<file path="src/rtl/lsu_mem_adapter_if.sv">
`default_nettype none
// ============================================================================
// lsu_mem_adapter_if : LSU request/response and data-memory port bundle
// Revision 1.0
// ============================================================================
interface lsu_mem_adapter_if #(
    parameter int DATA_WIDTH = 32,
    parameter int ADDR_WIDTH = 32
);
    logic                  req_valid;
    logic                  req_ready;
    logic                  req_we;
    logic [2:0]            req_funct3;
    logic [ADDR_WIDTH-1:0] req_addr;
    logic [DATA_WIDTH-1:0] req_wdata;

    logic                  rsp_valid;
    logic                  rsp_err;
    logic [DATA_WIDTH-1:0] rsp_rdata;

    logic                  mem_wen;
    logic [ADDR_WIDTH-1:0] mem_waddr;
    logic [DATA_WIDTH-1:0] mem_wdata;
    logic                  mem_ren;
    logic [ADDR_WIDTH-1:0] mem_raddr;
    logic [DATA_WIDTH-1:0] mem_rdata;

    // Adapter side: consumes pipeline requests and memory read data.
    modport slave (
        input  req_valid, req_we, req_funct3, req_addr, req_wdata, mem_rdata,
        output req_ready, rsp_valid, rsp_err, rsp_rdata,
        output mem_wen, mem_waddr, mem_wdata, mem_ren, mem_raddr
    );

    // Pipeline plus memory side.
    modport master (
        output req_valid, req_we, req_funct3, req_addr, req_wdata, mem_rdata,
        input  req_ready, rsp_valid, rsp_err, rsp_rdata,
        input  mem_wen, mem_waddr, mem_wdata, mem_ren, mem_raddr
    );
endinterface
`default_nettype wire

</file>
<file path="src/rtl/lsu_mem_adapter.sv">
`default_nettype none
// ============================================================================
// lsu_mem_adapter : RISC-V load/store unit to word-wide synchronous memory
//                   adapter with sub-word extraction and read-modify-write.
// Revision 1.0
// ============================================================================
module lsu_mem_adapter #(
    parameter int DATA_WIDTH = 32,
    parameter int ADDR_WIDTH = 32,
    parameter int NUM_WORDS  = 128
) (
    input  wire logic         clk,
    input  wire logic         rst_n,
    lsu_mem_adapter_if.slave  bus
);
    typedef enum logic [2:0] {
        S_IDLE   = 3'd0,
        S_RD     = 3'd1,
        S_MERGE  = 3'd2,
        S_LD_RSP = 3'd3,
        S_WR     = 3'd4,
        S_ERR    = 3'd5
    } state_t;

    localparam logic [ADDR_WIDTH-1:0] c_num_words = ADDR_WIDTH'(NUM_WORDS);
    localparam logic [2:0] c_f3_b  = 3'd0;
    localparam logic [2:0] c_f3_h  = 3'd1;
    localparam logic [2:0] c_f3_w  = 3'd2;
    localparam logic [2:0] c_f3_bu = 3'd4;
    localparam logic [2:0] c_f3_hu = 3'd5;

    state_t                r_state;
    logic                  r_we;
    logic [2:0]            r_funct3;
    logic [ADDR_WIDTH-1:0] r_addr;
    logic [DATA_WIDTH-1:0] r_wbuf;
    logic                  r_rsp_valid;
    logic                  r_rsp_err;
    logic                  r_mem_ren;
    logic                  r_mem_wen;

    logic [ADDR_WIDTH-1:0] w_req_idx;
    logic                  w_req_err;
    logic [4:0]            w_shamt;
    logic [DATA_WIDTH-1:0] w_lane;
    logic [DATA_WIDTH-1:0] w_ext;
    logic [DATA_WIDTH-1:0] w_mask;
    logic [DATA_WIDTH-1:0] w_merged;

    assign w_req_idx = {2'b00, bus.req_addr[ADDR_WIDTH-1:2]};

    always_comb begin
        w_req_err = 1'b0;
        if (bus.req_we) begin
            if (bus.req_funct3 > c_f3_w) w_req_err = 1'b1;
        end else begin
            if (bus.req_funct3 == 3'd3 || bus.req_funct3 == 3'd6 || bus.req_funct3 == 3'd7)
                w_req_err = 1'b1;
        end
        if (bus.req_funct3[1:0] == 2'd1 && bus.req_addr[0]) w_req_err = 1'b1;
        if (bus.req_funct3[1:0] == 2'd2 && bus.req_addr[1:0] != 2'd0) w_req_err = 1'b1;
        if (w_req_idx >= c_num_words) w_req_err = 1'b1;
    end

    // Aligned accesses only reach here, so one byte-granular shift serves every width.
    assign w_shamt = {r_addr[1:0], 3'b000};
    assign w_lane  = bus.mem_rdata >> w_shamt;

    always_comb begin
        case (r_funct3)
            c_f3_b:  w_ext = {{(DATA_WIDTH-8){w_lane[7]}}, w_lane[7:0]};
            c_f3_h:  w_ext = {{(DATA_WIDTH-16){w_lane[15]}}, w_lane[15:0]};
            c_f3_bu: w_ext = {{(DATA_WIDTH-8){1'b0}}, w_lane[7:0]};
            c_f3_hu: w_ext = {{(DATA_WIDTH-16){1'b0}}, w_lane[15:0]};
            default: w_ext = w_lane;
        endcase
    end

    assign w_mask   = (r_funct3[0] ? DATA_WIDTH'(16'hFFFF) : DATA_WIDTH'(8'hFF)) << w_shamt;
    assign w_merged = (bus.mem_rdata & ~w_mask) | ((r_wbuf << w_shamt) & w_mask);

    assign bus.req_ready = (r_state == S_IDLE);
    assign bus.rsp_valid = r_rsp_valid;
    assign bus.rsp_err   = r_rsp_err;
    assign bus.rsp_rdata = (r_state == S_LD_RSP) ? w_ext : '0;
    assign bus.mem_ren   = r_mem_ren;
    assign bus.mem_wen   = r_mem_wen;
    assign bus.mem_raddr = {2'b00, r_addr[ADDR_WIDTH-1:2]};
    assign bus.mem_waddr = {2'b00, r_addr[ADDR_WIDTH-1:2]};
    assign bus.mem_wdata = r_mem_wen ? r_wbuf : '0;

    always_ff @(posedge clk or negedge rst_n) begin
        if (!rst_n) begin
            r_state     <= S_IDLE;
            r_we        <= 1'b0;
            r_funct3    <= 3'd0;
            r_addr      <= '0;
            r_wbuf      <= '0;
            r_rsp_valid <= 1'b0;
            r_rsp_err   <= 1'b0;
            r_mem_ren   <= 1'b0;
            r_mem_wen   <= 1'b0;
        end else begin
            r_rsp_valid <= 1'b0;
            r_rsp_err   <= 1'b0;
            r_mem_ren   <= 1'b0;
            r_mem_wen   <= 1'b0;
            case (r_state)
                S_IDLE: begin
                    if (bus.req_valid) begin
                        r_we     <= bus.req_we;
                        r_funct3 <= bus.req_funct3;
                        r_addr   <= bus.req_addr;
                        r_wbuf   <= bus.req_wdata;
                        if (w_req_err) begin
                            r_state     <= S_ERR;
                            r_rsp_valid <= 1'b1;
                            r_rsp_err   <= 1'b1;
                        end else if (bus.req_we && bus.req_funct3 == c_f3_w) begin
                            r_state     <= S_WR;
                            r_mem_wen   <= 1'b1;
                            r_rsp_valid <= 1'b1;
                        end else begin
                            r_state   <= S_RD;
                            r_mem_ren <= 1'b1;
                        end
                    end
                end
                S_RD: begin
                    if (r_we) begin
                        r_state <= S_MERGE;
                    end else begin
                        r_state     <= S_LD_RSP;
                        r_rsp_valid <= 1'b1;
                    end
                end
                S_MERGE: begin
                    r_wbuf      <= w_merged;
                    r_state     <= S_WR;
                    r_mem_wen   <= 1'b1;
                    r_rsp_valid <= 1'b1;
                end
                default: r_state <= S_IDLE;
            endcase
        end
    end
endmodule
`default_nettype wire

</file>
<file path="src/flat_wrapper.sv">
// flat-port wrapper written by rule: the top's interface ports become plain ports
module lsu_mem_adapter_flat 
#(
    parameter int DATA_WIDTH = 32,
    parameter int ADDR_WIDTH = 32,
    parameter int NUM_WORDS  = 128
)
  (clk, rst_n, bus_req_valid, bus_req_we, bus_req_funct3, bus_req_addr, bus_req_wdata, bus_mem_rdata, bus_req_ready, bus_rsp_valid, bus_rsp_err, bus_rsp_rdata, bus_mem_wen, bus_mem_waddr, bus_mem_wdata, bus_mem_ren, bus_mem_raddr);
  lsu_mem_adapter_if #(.DATA_WIDTH(DATA_WIDTH), .ADDR_WIDTH(ADDR_WIDTH)) bus_i ();
  input  wire logic clk;
  input  wire logic rst_n;
  input wire logic [$bits(bus_i.req_valid)-1:0] bus_req_valid;
  input wire logic [$bits(bus_i.req_we)-1:0] bus_req_we;
  input wire logic [$bits(bus_i.req_funct3)-1:0] bus_req_funct3;
  input wire logic [$bits(bus_i.req_addr)-1:0] bus_req_addr;
  input wire logic [$bits(bus_i.req_wdata)-1:0] bus_req_wdata;
  input wire logic [$bits(bus_i.mem_rdata)-1:0] bus_mem_rdata;
  output wire logic [$bits(bus_i.req_ready)-1:0] bus_req_ready;
  output wire logic [$bits(bus_i.rsp_valid)-1:0] bus_rsp_valid;
  output wire logic [$bits(bus_i.rsp_err)-1:0] bus_rsp_err;
  output wire logic [$bits(bus_i.rsp_rdata)-1:0] bus_rsp_rdata;
  output wire logic [$bits(bus_i.mem_wen)-1:0] bus_mem_wen;
  output wire logic [$bits(bus_i.mem_waddr)-1:0] bus_mem_waddr;
  output wire logic [$bits(bus_i.mem_wdata)-1:0] bus_mem_wdata;
  output wire logic [$bits(bus_i.mem_ren)-1:0] bus_mem_ren;
  output wire logic [$bits(bus_i.mem_raddr)-1:0] bus_mem_raddr;
  assign bus_i.req_valid = bus_req_valid;
  assign bus_i.req_we = bus_req_we;
  assign bus_i.req_funct3 = bus_req_funct3;
  assign bus_i.req_addr = bus_req_addr;
  assign bus_i.req_wdata = bus_req_wdata;
  assign bus_i.mem_rdata = bus_mem_rdata;
  assign bus_req_ready = bus_i.req_ready;
  assign bus_rsp_valid = bus_i.rsp_valid;
  assign bus_rsp_err = bus_i.rsp_err;
  assign bus_rsp_rdata = bus_i.rsp_rdata;
  assign bus_mem_wen = bus_i.mem_wen;
  assign bus_mem_waddr = bus_i.mem_waddr;
  assign bus_mem_wdata = bus_i.mem_wdata;
  assign bus_mem_ren = bus_i.mem_ren;
  assign bus_mem_raddr = bus_i.mem_raddr;
  lsu_mem_adapter #(.DATA_WIDTH(DATA_WIDTH), .ADDR_WIDTH(ADDR_WIDTH), .NUM_WORDS(NUM_WORDS)) u_core (.clk(clk), .rst_n(rst_n), .bus(bus_i));
endmodule
</file>
<file path="config.mk">
export PLATFORM = sky130hd
export DESIGN_NAME = lsu_mem_adapter_flat
export DESIGN_NICKNAME = d
export VERILOG_FILES = /design/src/rtl/lsu_mem_adapter_if.sv /design/src/rtl/lsu_mem_adapter.sv /design/src/flat_wrapper.sv
export SDC_FILE = /design/constraint.sdc
export NUM_CORES = 1
export LEC_CHECK = 0
export BUFFER_PORTS_ARGS = -buffer_cell sky130_fd_sc_hd__buf_2
export CAP_MARGIN = 20
export CORE_ASPECT_RATIO = 0.6
export CORE_MARGIN = 2
export CORE_UTILIZATION = 40
export CTS_CLUSTER_DIAMETER = 120
export CTS_CLUSTER_SIZE = 25
export DETAILED_ROUTE_END_ITERATION = 8
export GPL_ROUTABILITY_DRIVEN = 0
export PLACE_DENSITY = 0.7
export SLEW_MARGIN = 20
export SYNTH_ARGS = -nofsm -noshare
export SYNTH_HDL_FRONTEND = slang
export SYNTH_SLANG_ARGS = --single-unit
</file>
<file path="constraint.sdc">
create_clock -name clk -period 3.6 [get_ports clk]
set_clock_uncertainty 0.15 [all_clocks]
set_input_delay 0.36 -clock clk [delete_from_list [all_inputs] [get_ports clk]]
set_output_delay 0.36 -clock clk [all_outputs]
set_load 0.1 [all_outputs]
</file>
==> key figures, run 1 <==
Status
  • Status: completed

Clock tree
  • Num CTS Buffers: 9
  • Postcts setup bufs: 0
  • Root buf cell: clkbuf_16
  • Clock latency on the worst-skew pair: approximately 340 ps
  • Clock Path Buffers: 2
  • Cts repair resizes: 0
  • CTS tree: yes
  • Clock Sinks: 75
  • H-tree Lvls: 3
  • Worst-path clk slew: 60 ps
  • Post-CTS Hold Fix Bufs: 0

Routing
  • DRT antenna net count: 0
  • DRT iter0 DRCs: 371
  • # DRC: 0
  • Wire per inst: just under 20 um
  • Vias: around 5.0k
  • DRT Pass-1 Iters: 4
  • DR vias/cell: 5.64
  • Routed wire length: roughly 17000 um

Logic synthesis
  • Post-Syn Area: between 5000 and 6000 um2
  • Synth Area in XOR/XNOR: less than 1%
  • Compound-Gate Fraction of Synth Area: ~22%
  • Synth Register Bits: 75
  • Post-synth EDFFs: 0
  • Syn_area_per_cell: between 9 and 10 um2
  • Largest family of logic cells by synthesized area: compound AO/OA/AOI/OAI gates
  • Post-synthesis cell type count: 52
  • Post-synthesis mux area share: 11.1%
  • Most frequent cell after synthesis: dfrtp_1
  • Cells after Synth: between 500 and 600
  • Post-synth ARST share: 100%
  • Yosys top cell area share: ~36%
  • Yosys Warn Count: 0
  • Post-synth top area cell: dfrtp_1
  • Main synth FF type: dfrtp_1
  • Adder-Cell Fraction of Synth Area: 0%
  • Post-synthesis simple-gate area fraction: roughly 16%
  • Post-synth top cells: dfrtp_1 (75), buf_4 (67), a21oi_1 (48), nand2_1 (43), mux2_2 (36)
  • Seq/Total Area, Yosys: about 36%
  • Area contributors post-synth: dfrtp_1 (36%), buf_4 (9.6%), mux2_2 (7.7%)

Floorplan
  • Die Wd: approximately 150 um
  • Height of the die: roughly 93 um
  • Die Area: approximately 14000 um2
  • Io pins: roughly 240
  • Num rows: 32
  • Initial core utilization: 40.8%
  • Core area: between 10000 and 15000 um2

Worst hold path
  • Worst Hold Class: input port to async pin

STA
  • Max Fclk: between 300 and 400 MHz
  • Final hold vios: 0
  • Max_slew headroom: 34.3%
  • Finish-stage setup viols: 0
  • Max Slew Vio Count: 0
  • Final Critical Period: 3060 ps
  • PnR worst setup slack: 537 ps
  • Worst Max-Slew Pin Slew: 986 ps
  • Final Cycle Share: between 80% and 90%
  • Setup repair after global routing missed its margin: false

Global route
  • Largest net degree at the start of global routing: 76
  • First-pass GRT wire length: ~26000 um
  • Number of global-route vias before repair: approximately 4.8k
  • GRT Util Overall: 24.3%
  • Initial antenna violation count: 1
  • GRT overflow: 0

Setup path
  • CP Capture Type: output pin
  • Critical path class: flop to output pin
  • Worst r2r path cells: 5
  • Worst-path maximum fanout: 18
  • CP arrival: approximately 2600 ps
  • CP required: between 3000 and 4000 ps
  • Worst R2R Start: u_core.r_addr[1]
  • Reg2reg setup slack: approximately 1100 ps
  • CP Launch Type: flop

Placement
  • Post-DP HPWL: 13300 um
  • Buffers on Ports: around 230
  • Pre-CTS setup slack: between 800 and 900 ps

Finish
  • P&R area growth vs syn: 23.0%
  • Share of layout cells above drive strength 1: between 40% and 50%
  • ANT cells: 0
  • Final net count: 820

Job
  • Max cap viols: 0
cells by family (layout without fill, tap and decap cells):
family | count (synthesis) | after routing
AO/OA/AOI/OAI | 171 | 171
AND/OR/NAND/NOR | 159 | 159
buffers and inverters | 114 | 259
flip-flops | 75 | 75
multiplexers | 53 | 53
other | 1 | 4
XOR/XNOR | 1 | 1
critical path, cell delays in order (launching register included):
cell,delay [ps]
dfrtp_1,610
or2_2,510
nor3_2,460
nand2_1,120
nand2_1,90
buf_2,420
cell type report:
cell class,count,area [um2]
clock inverters,4,72.6
clock buffers,12,256
multi-input cells,388,2650
repair buffers,239,1350
well taps,170,213
fillers,1209,6380
flip-flops and latches,75,1880
inverters,4,15.0
metal layers:
layer  vias to the layer above  share of wire (%)  global-route usage, %
met5                         -                  0                      0
met4                         0                1.1                   5.17
met3                        22                 12                   8.57
met2                       285                 43                   36.6
met1                      2421                 44                   33.6
li1                       2300                  -                      -
worst max-delay path by stage:
stage                           start           endpoint  slack (ps)  cells past startpoint
floorplan           u_core.r_state[2]  bus_rsp_rdata[16]        -240                      4
global placement     u_core.r_addr[0]  bus_rsp_rdata[29]         960                      5
detailed placement   u_core.r_addr[0]  bus_rsp_rdata[30]         890                      5
CTS                  u_core.r_addr[0]  bus_rsp_rdata[30]         530                      5
global route         u_core.r_addr[0]  bus_rsp_rdata[17]         350                      5
finish               u_core.r_addr[0]  bus_rsp_rdata[30]         540                      5
cell usage in the layout, fill, tap and decap left out, drive strengths merged, types with 4 or more instances in the layout:
| cell | n |
|---|---|
| nor4 | 6 |
| mux2 | 37 |
| o21a | 4 |
| a311oi | 6 |
| and3 | 8 |
| nand2 | 44 |
| o22ai | 20 |
| a211o | 6 |
| o21ai | 18 |
| nand2b | 10 |
| nor3 | 5 |
| nor2b | 15 |
| dfrtp | 75 |
| o211ai | 11 |
| a21oi | 48 |
| buf | 239 |
| clkbuf | 12 |
| nor2 | 21 |
| mux2i | 16 |
| and2 | 33 |
| a21o | 6 |
| o2bb2ai | 8 |
| a221o | 8 |
| inv | 4 |
| conb | 4 |
| o311ai | 6 |
| a211oi | 23 |
stage by stage:
step,utilization [%],setup TNS (ps),cells,hold slack (ps),instance area (um2)
5_1_grt,50.2,0,892,98.0,6440
3_5_place_dp,47.7,0,876,342,6110
6_report,50.2,0,892,26.9,6440
3_3_place_gp,47.7,0,876,341,6110
2_1_floorplan,-,-3280,577,-85.6,5250
4_1_cts,50.2,0,892,80.6,6440
Power of run 1 is not shown: default switching activity piles up to over one toggle a cycle in this logic, so the estimate is an artifact.
==> run 2, diff against run 1 <==
CTS_BUF_LIST = sky130_fd_sc_hd__clkbuf_8   (was default)
==> run 2 against run 1 <==
Cell area is 1.6% lower. Routed wire length about the same. Global-route usage fell by 0.14 points. Setup slack worse by 21 ps. Die area did not move. Critical endpoint is now bus_rsp_rdata[17].
==> key figures, run 2 (same netlist as run 1, synthesis figures left out) <==
Routing
  • Routed wire length: 17400 um (about the same)
  • Wire per inst: 19.6 um (about the same)
  • # DRC: 0 (unchanged)
  • DR vias/cell: 5.67 (was 5.64)
  • DRT iter0 DRCs: 359 (was 371)
  • DRT Pass-1 Iters: 5 (was 4)
  • Vias: 5055 (was 5028)
  • DRT antenna net count: 0 (unchanged)

Floorplan
  • Core area: 12800 um2 (unchanged)
  • Initial core utilization: 40.8% (unchanged)
  • Die Area: 14000 um2 (unchanged)
  • Num rows: 32 (unchanged)
  • Height of the die: 92.6 um (unchanged)
  • Die Wd: 152 um (unchanged)
  • Io pins: 236 (unchanged)

Setup path
  • Top delay family on crit path: simple AND/OR/NAND/NOR gates (unchanged)
  • CP arrival: 2570 ps (was 2550 ps)
  • CP required: 3090 ps (about the same)
  • Crit-path cells: nand3b_2 -> or3_1 -> o21ai_0 -> buf_2 (was or2_2 -> nor3_2 -> nand2_1 -> nand2_1 -> buf_2)
  • CP Capture Type: output pin (unchanged)
  • Critical path class: flop to output pin (unchanged)
  • Crit path buf inv count: 1 (unchanged)
  • CP Launch Type: flop (unchanged)
  • CP max stage cell: or3_1 (was dfrtp_1)
  • Worst-path maximum fanout: 19 (was 18)
  • Max stage delay on crit path: 580 ps (was 610 ps)

Global route
  • Number of global-route vias before repair: 4809 (was 4826)
  • Met3 usage: 8.72% (was 8.57%)
  • Met2 Use GR: 36.2% (was 36.6%)
  • Largest net degree at the start of global routing: 76 (unchanged)
  • Met1 Usage GRT: 33.4% (was 33.6%)
  • Initial antenna violation count: 1 (unchanged)
  • First-pass GRT wire length: 26100 um (was 26300 um)
  • Global routing's busiest layer: met2 (unchanged)
  • GRT overflow: 0 (unchanged)
  • GRT Util Overall: 24.1% (was 24.3%)

Clock tree
  • Post-CTS Hold Fix Bufs: 0 (unchanged)
  • Num CTS Buffers: 9 (unchanged)
  • Root buf cell: clkbuf_8 (was clkbuf_16)
  • Worst-path clk slew: 80 ps (was 60 ps)
  • H-tree Lvls: 3 (unchanged)
  • Clock latency on the worst-skew pair: 350 ps (was 340 ps)
  • Cts repair resizes: 0 (unchanged)
  • Clock Path Buffers: 2 (unchanged)
  • Postcts setup bufs: 0 (unchanged)
  • CTS tree: yes (unchanged)
  • Clock Sinks: 75 (unchanged)

STA
  • Max Fclk: 324 MHz (was 326 MHz)
  • Finish-stage setup viols: 0 (unchanged)
  • PnR worst setup slack: 515 ps (was 537 ps)
  • Setup repair after global routing missed its margin: false (unchanged)
  • Final hold vios: 0 (unchanged)
  • Worst Max-Slew Pin Slew: 989 ps (was 986 ps)
  • Final Critical Period: 3080 ps (was 3060 ps)
  • Max Slew Vio Count: 0 (unchanged)
  • Final Cycle Share: 85.7% (was 85.1%)
  • Max_slew headroom: 34.1% (was 34.3%)

Finish
  • ANT cells: 0 (unchanged)
  • Commonest non-fill, non-tap cell in the layout: buf_2 (unchanged)
  • Commonest non-fill, non-tap cells in the layout: buf_2 (221), dfrtp_1 (74), a21oi_1 (48), nand2_1 (43), mux2_2 (36) (unchanged)
  • Fillers: 1219 (was 1209)
  • Final net count: 820 (unchanged)
  • Share of layout cells above drive strength 1: 42.2% (unchanged)
  • Non-filler cells, final: 892 (unchanged)
  • P&R area growth vs syn: 21.1% (was 23.0%)

Placement
  • Post-placement cell count: 876 (unchanged)
  • Pre-CTS setup slack: 889 ps (unchanged)
  • Post-DP HPWL: 13300 um (unchanged)
  • Buffers on Ports: 231 (unchanged)

Job
  • Max cap viols: 0 (unchanged)

Status
  • Status: completed (unchanged)

Worst hold path
  • Worst Hold Class: input port to async pin (unchanged)
==> run 2: cell types whose count changed in the layout (fill, tap and decap cells not counted), sizes merged <==
cell / delta
clkbuf: -1
inv: +1
==> run 2: path summary, 6_finish.rpt <==
check / start / end / slack (ps) / cells past startpoint
worst max-delay path: u_core.r_state[2] / bus_rsp_rdata[17] / 520 / 4
worst min-delay path: rst_n / async pin / 10 / 1
worst max register to register: u_core.r_addr[1] / flop / 1050 / 5
worst min register to register: flop / flop / 360 / 1
max in group asynchronous: rst_n / u_core.r_addr[1] / 2580 / 1
min in group clk: bus_req_wdata[17] / flop / 90 / 2
==> run 2: per-stage QoR <==
step                      TNS (ps)  hold slack, ps  instance area (um2)  utilization, %
after detailed placement         0             342                 6110            47.7
final                            0            12.6                 6330            49.4
after global placement           0             341                 6110            47.7
after global routing             0            69.7                 6330            49.4
after floorplan              -3280           -85.6                 5250               -
after CTS                        0            46.1                 6330            49.4
==> run 2: routing by layer <==
| layer | part of all wire [%] | up-vias |
|---|---|---|
| met5 | 0 | - |
| li1 | - | 2296 |
| met3 | 12 | 29 |
| met2 | 42 | 307 |
| met1 | 44 | 2423 |
| met4 | 1.5 | 0 |
==> run 2: final cells by class <==
cell class	count	area (um2)	share of cell area, %
timing repair buffer	239	1350	21.4
tap	170	213	3.36
clock buffer	11	151	2.39
multi-input combinational	388	2650	41.8
clock inverter	5	76.3	1.20
sequential	75	1880	29.6
inverter	4	15.0	0.237
==> run 2: worst reg2reg max path: cells and delay by family, from the launching register on <==
family | cells | cell delay (ps)
AND/OR/NAND/NOR | 2 | 600
AO/OA/AOI/OAI | 2 | 630
buffers and inverters | 1 | 560
flip-flops | 1 | 550
Power of run 2 is left out for the same reason.
==> run 3, diff against run 2 <==
BUFFER_PORTS_ARGS = -buffer_cell sky130_fd_sc_hd__buf_4   (was -buffer_cell sky130_fd_sc_hd__buf_2)
PLACE_DENSITY = 0.69   (was 0.7)
==> run 3 against run 2 <==
Flip-flop and latch count stayed put. Non-clock buffer count did not move. Via count shrank 1.1%. Clock-buffer cell count is 2 lower. Largest cell class unchanged. Critical path type unchanged. The run now ends with hold timing left. Hold slack worse by 14 ps.
==> key figures, run 3 (same netlist as run 1, synthesis figures left out) <==
Status
  • Status: complete, but fails checks (was completed)
  • Failing checks: hold timing

Floorplan
  • Die Wd: 152 um (unchanged)
  • Num rows: 32 (unchanged)
  • Core area: 12800 um2 (unchanged)
  • Die Area: 14000 um2 (unchanged)
  • Height of the die: 92.6 um (unchanged)
  • Initial core utilization: 40.8% (unchanged)
  • Io pins: 236 (unchanged)

Setup path
  • CP Launch Type: flop (unchanged)
  • Reg2reg setup slack: 1200 ps (was 1050 ps)
  • Worst Setup EP: bus_rsp_rdata[17] (unchanged)
  • CP arrival: 2530 ps (was 2570 ps)
  • Max stage delay on crit path: 630 ps (was 580 ps)
  • CP Capture Type: output pin (unchanged)
  • Critical path class: flop to output pin (unchanged)
  • Crit. Startpoint: u_core.r_addr[1] (was u_core.r_state[2])
  • Worst R2R Start: u_core.r_addr[1] (unchanged)
  • Worst r2r path cells: 6 (was 5)
  • CP required: 3090 ps (about the same)
  • CP max stage cell: dfrtp_2 (was or3_1)
  • Worst-path maximum fanout: 24 (was 19)
  • Crit-path cells: mux2_2 -> a32o_1 -> o21ai_2 -> o21ai_0 -> buf_4 (was nand3b_2 -> or3_1 -> o21ai_0 -> buf_2)

Clock tree
  • Cts repair resizes: 0 (unchanged)
  • Clock Path Buffers: 2 (unchanged)
  • Postcts setup bufs: 0 (unchanged)
  • Num CTS Buffers: 9 (unchanged)
  • CTS tree: yes (unchanged)
  • Root buf cell: clkbuf_8 (unchanged)
  • Worst-path clk slew: 90 ps (was 80 ps)
  • Post-CTS Hold Fix Bufs: 0 (unchanged)
  • Clock latency on the worst-skew pair: 360 ps (was 350 ps)
  • H-tree Lvls: 3 (unchanged)
  • Clock Sinks: 75 (unchanged)

Finish
  • ANT cells: 0 (unchanged)
  • Fillers: 1247 (was 1219)
  • P&R area growth vs syn: 28.8% (was 21.1%)
  • Commonest non-fill, non-tap cells in the layout: buf_4 (239), dfrtp_1 (74), a21oi_1 (48), nand2_1 (43), mux2_2 (36) (was buf_2 (221), dfrtp_1 (74), a21oi_1 (48), nand2_1 (43), mux2_2 (36))
  • Final net count: 820 (unchanged)
  • Share of layout cells above drive strength 1: 42.2% (about the same)
  • Commonest non-fill, non-tap cell in the layout: buf_4 (was buf_2)

Global route
  • GRT Util Overall: 24.1% (about the same)
  • Initial antenna violation count: 0 (was 1)
  • Number of global-route vias before repair: 4674 (was 4809)
  • First-pass GRT wire length: 25900 um (was 26100 um)
  • GRT overflow: 0 (unchanged)
  • Largest net degree at the start of global routing: 76 (unchanged)

Worst hold path
  • Worst Hold Class: input port to async pin (unchanged)

Routing
  • Vias: 5000 (was 5055)
  • DR vias/cell: 5.61 (was 5.67)
  • Routed wire length: 17200 um (was 17400 um)
  • DRT iter0 DRCs: 351 (was 359)
  • # DRC: 0 (unchanged)
  • Wire per inst: 19.3 um (was 19.6 um)
  • DRT Pass-1 Iters: 6 (was 5)
  • DRT antenna net count: 0 (unchanged)

STA
  • Max Slew Vio Count: 0 (unchanged)
  • Final hold vios: 1 (was 0)
  • PnR worst setup slack: 562 ps (was 515 ps)
  • WHS: -1.86 ps (was 12.6 ps)
  • Worst Max-Slew Pin Slew: 968 ps (was 989 ps)
  • Final Critical Period: 3040 ps (was 3080 ps)
  • Final Cycle Share: 84.4% (was 85.7%)
  • Setup repair after global routing missed its margin: false (unchanged)
  • Max_slew headroom: 35.5% (was 34.1%)
  • Setup tns final: 0 ps (unchanged)
  • Max Fclk: 329 MHz (was 324 MHz)
  • Finish-stage setup viols: 0 (unchanged)

Placement
  • Buffers on Ports: 231 (unchanged)
  • Pre-CTS setup slack: 971 ps (was 889 ps)
  • Post-DP HPWL: 13400 um (was 13300 um)

Job
  • Max cap viols: 0 (unchanged)
==> run 3: cell types whose count changed in the layout (fill, tap and decap cells not counted) <==
cell,previous run,this run
buf_4,9,239
buf_2,221,0
buf_12,9,0
clkbuf_8,11,9
clkinv_4,0,2
bufinv_16,2,1
clkinv_2,1,0
inv_6,0,1
==> run 3: stage by stage <==
stage	util, %	cells	cell area, um2
finish	52.6	891	6740
global route	52.6	891	6740
CTS	52.6	891	6740
detailed placement	51.1	876	6550
global placement	51.1	876	6550
floorplan	-	577	5250
==> run 3: worst min-delay path by stage <==
stage	to	cells after the start	slack, ps
after global placement	flop	1	340
after global routing	u_core.r_addr[11]	1	50
final	u_core.r_addr[11]	1	-2
after CTS	u_core.r_addr[11]	1	30
after detailed placement	flop	1	340
after floorplan	async pin	0	-90
==> run 3: critical path: cells and delay by family, from the launching register on <==
family	cells	cell delay [ps]
buffers and inverters	1	270
AO/OA/AOI/OAI	3	840
flip-flops	1	630
multiplexers	1	410
==> run 3: cell type report <==
| class | instances | area [um2] | area share (%) |
|---|---|---|---|
| multi-input combinational | 388 | 2650 | 39.3 |
| tap | 170 | 213 | 3.16 |
| inverter | 4 | 15.0 | 0.223 |
| timing repair buffer | 239 | 1790 | 26.6 |
| clock inverter | 6 | 67.6 | 1.00 |
| sequential | 75 | 1880 | 27.9 |
| clock buffer | 9 | 124 | 1.84 |
==> run 3: per-layer routing <==
layer / vias up / wire (um) / track usage, %
met5: - / 0 / 0
met4: 0 / 150 / 4.86
met3: 15 / 1760 / 7.09
met2: 237 / 7430 / 34.5
met1: 2442 / 7840 / 36.0
li1: 2306 / - / -
Power of run 3 is left out for the same reason.
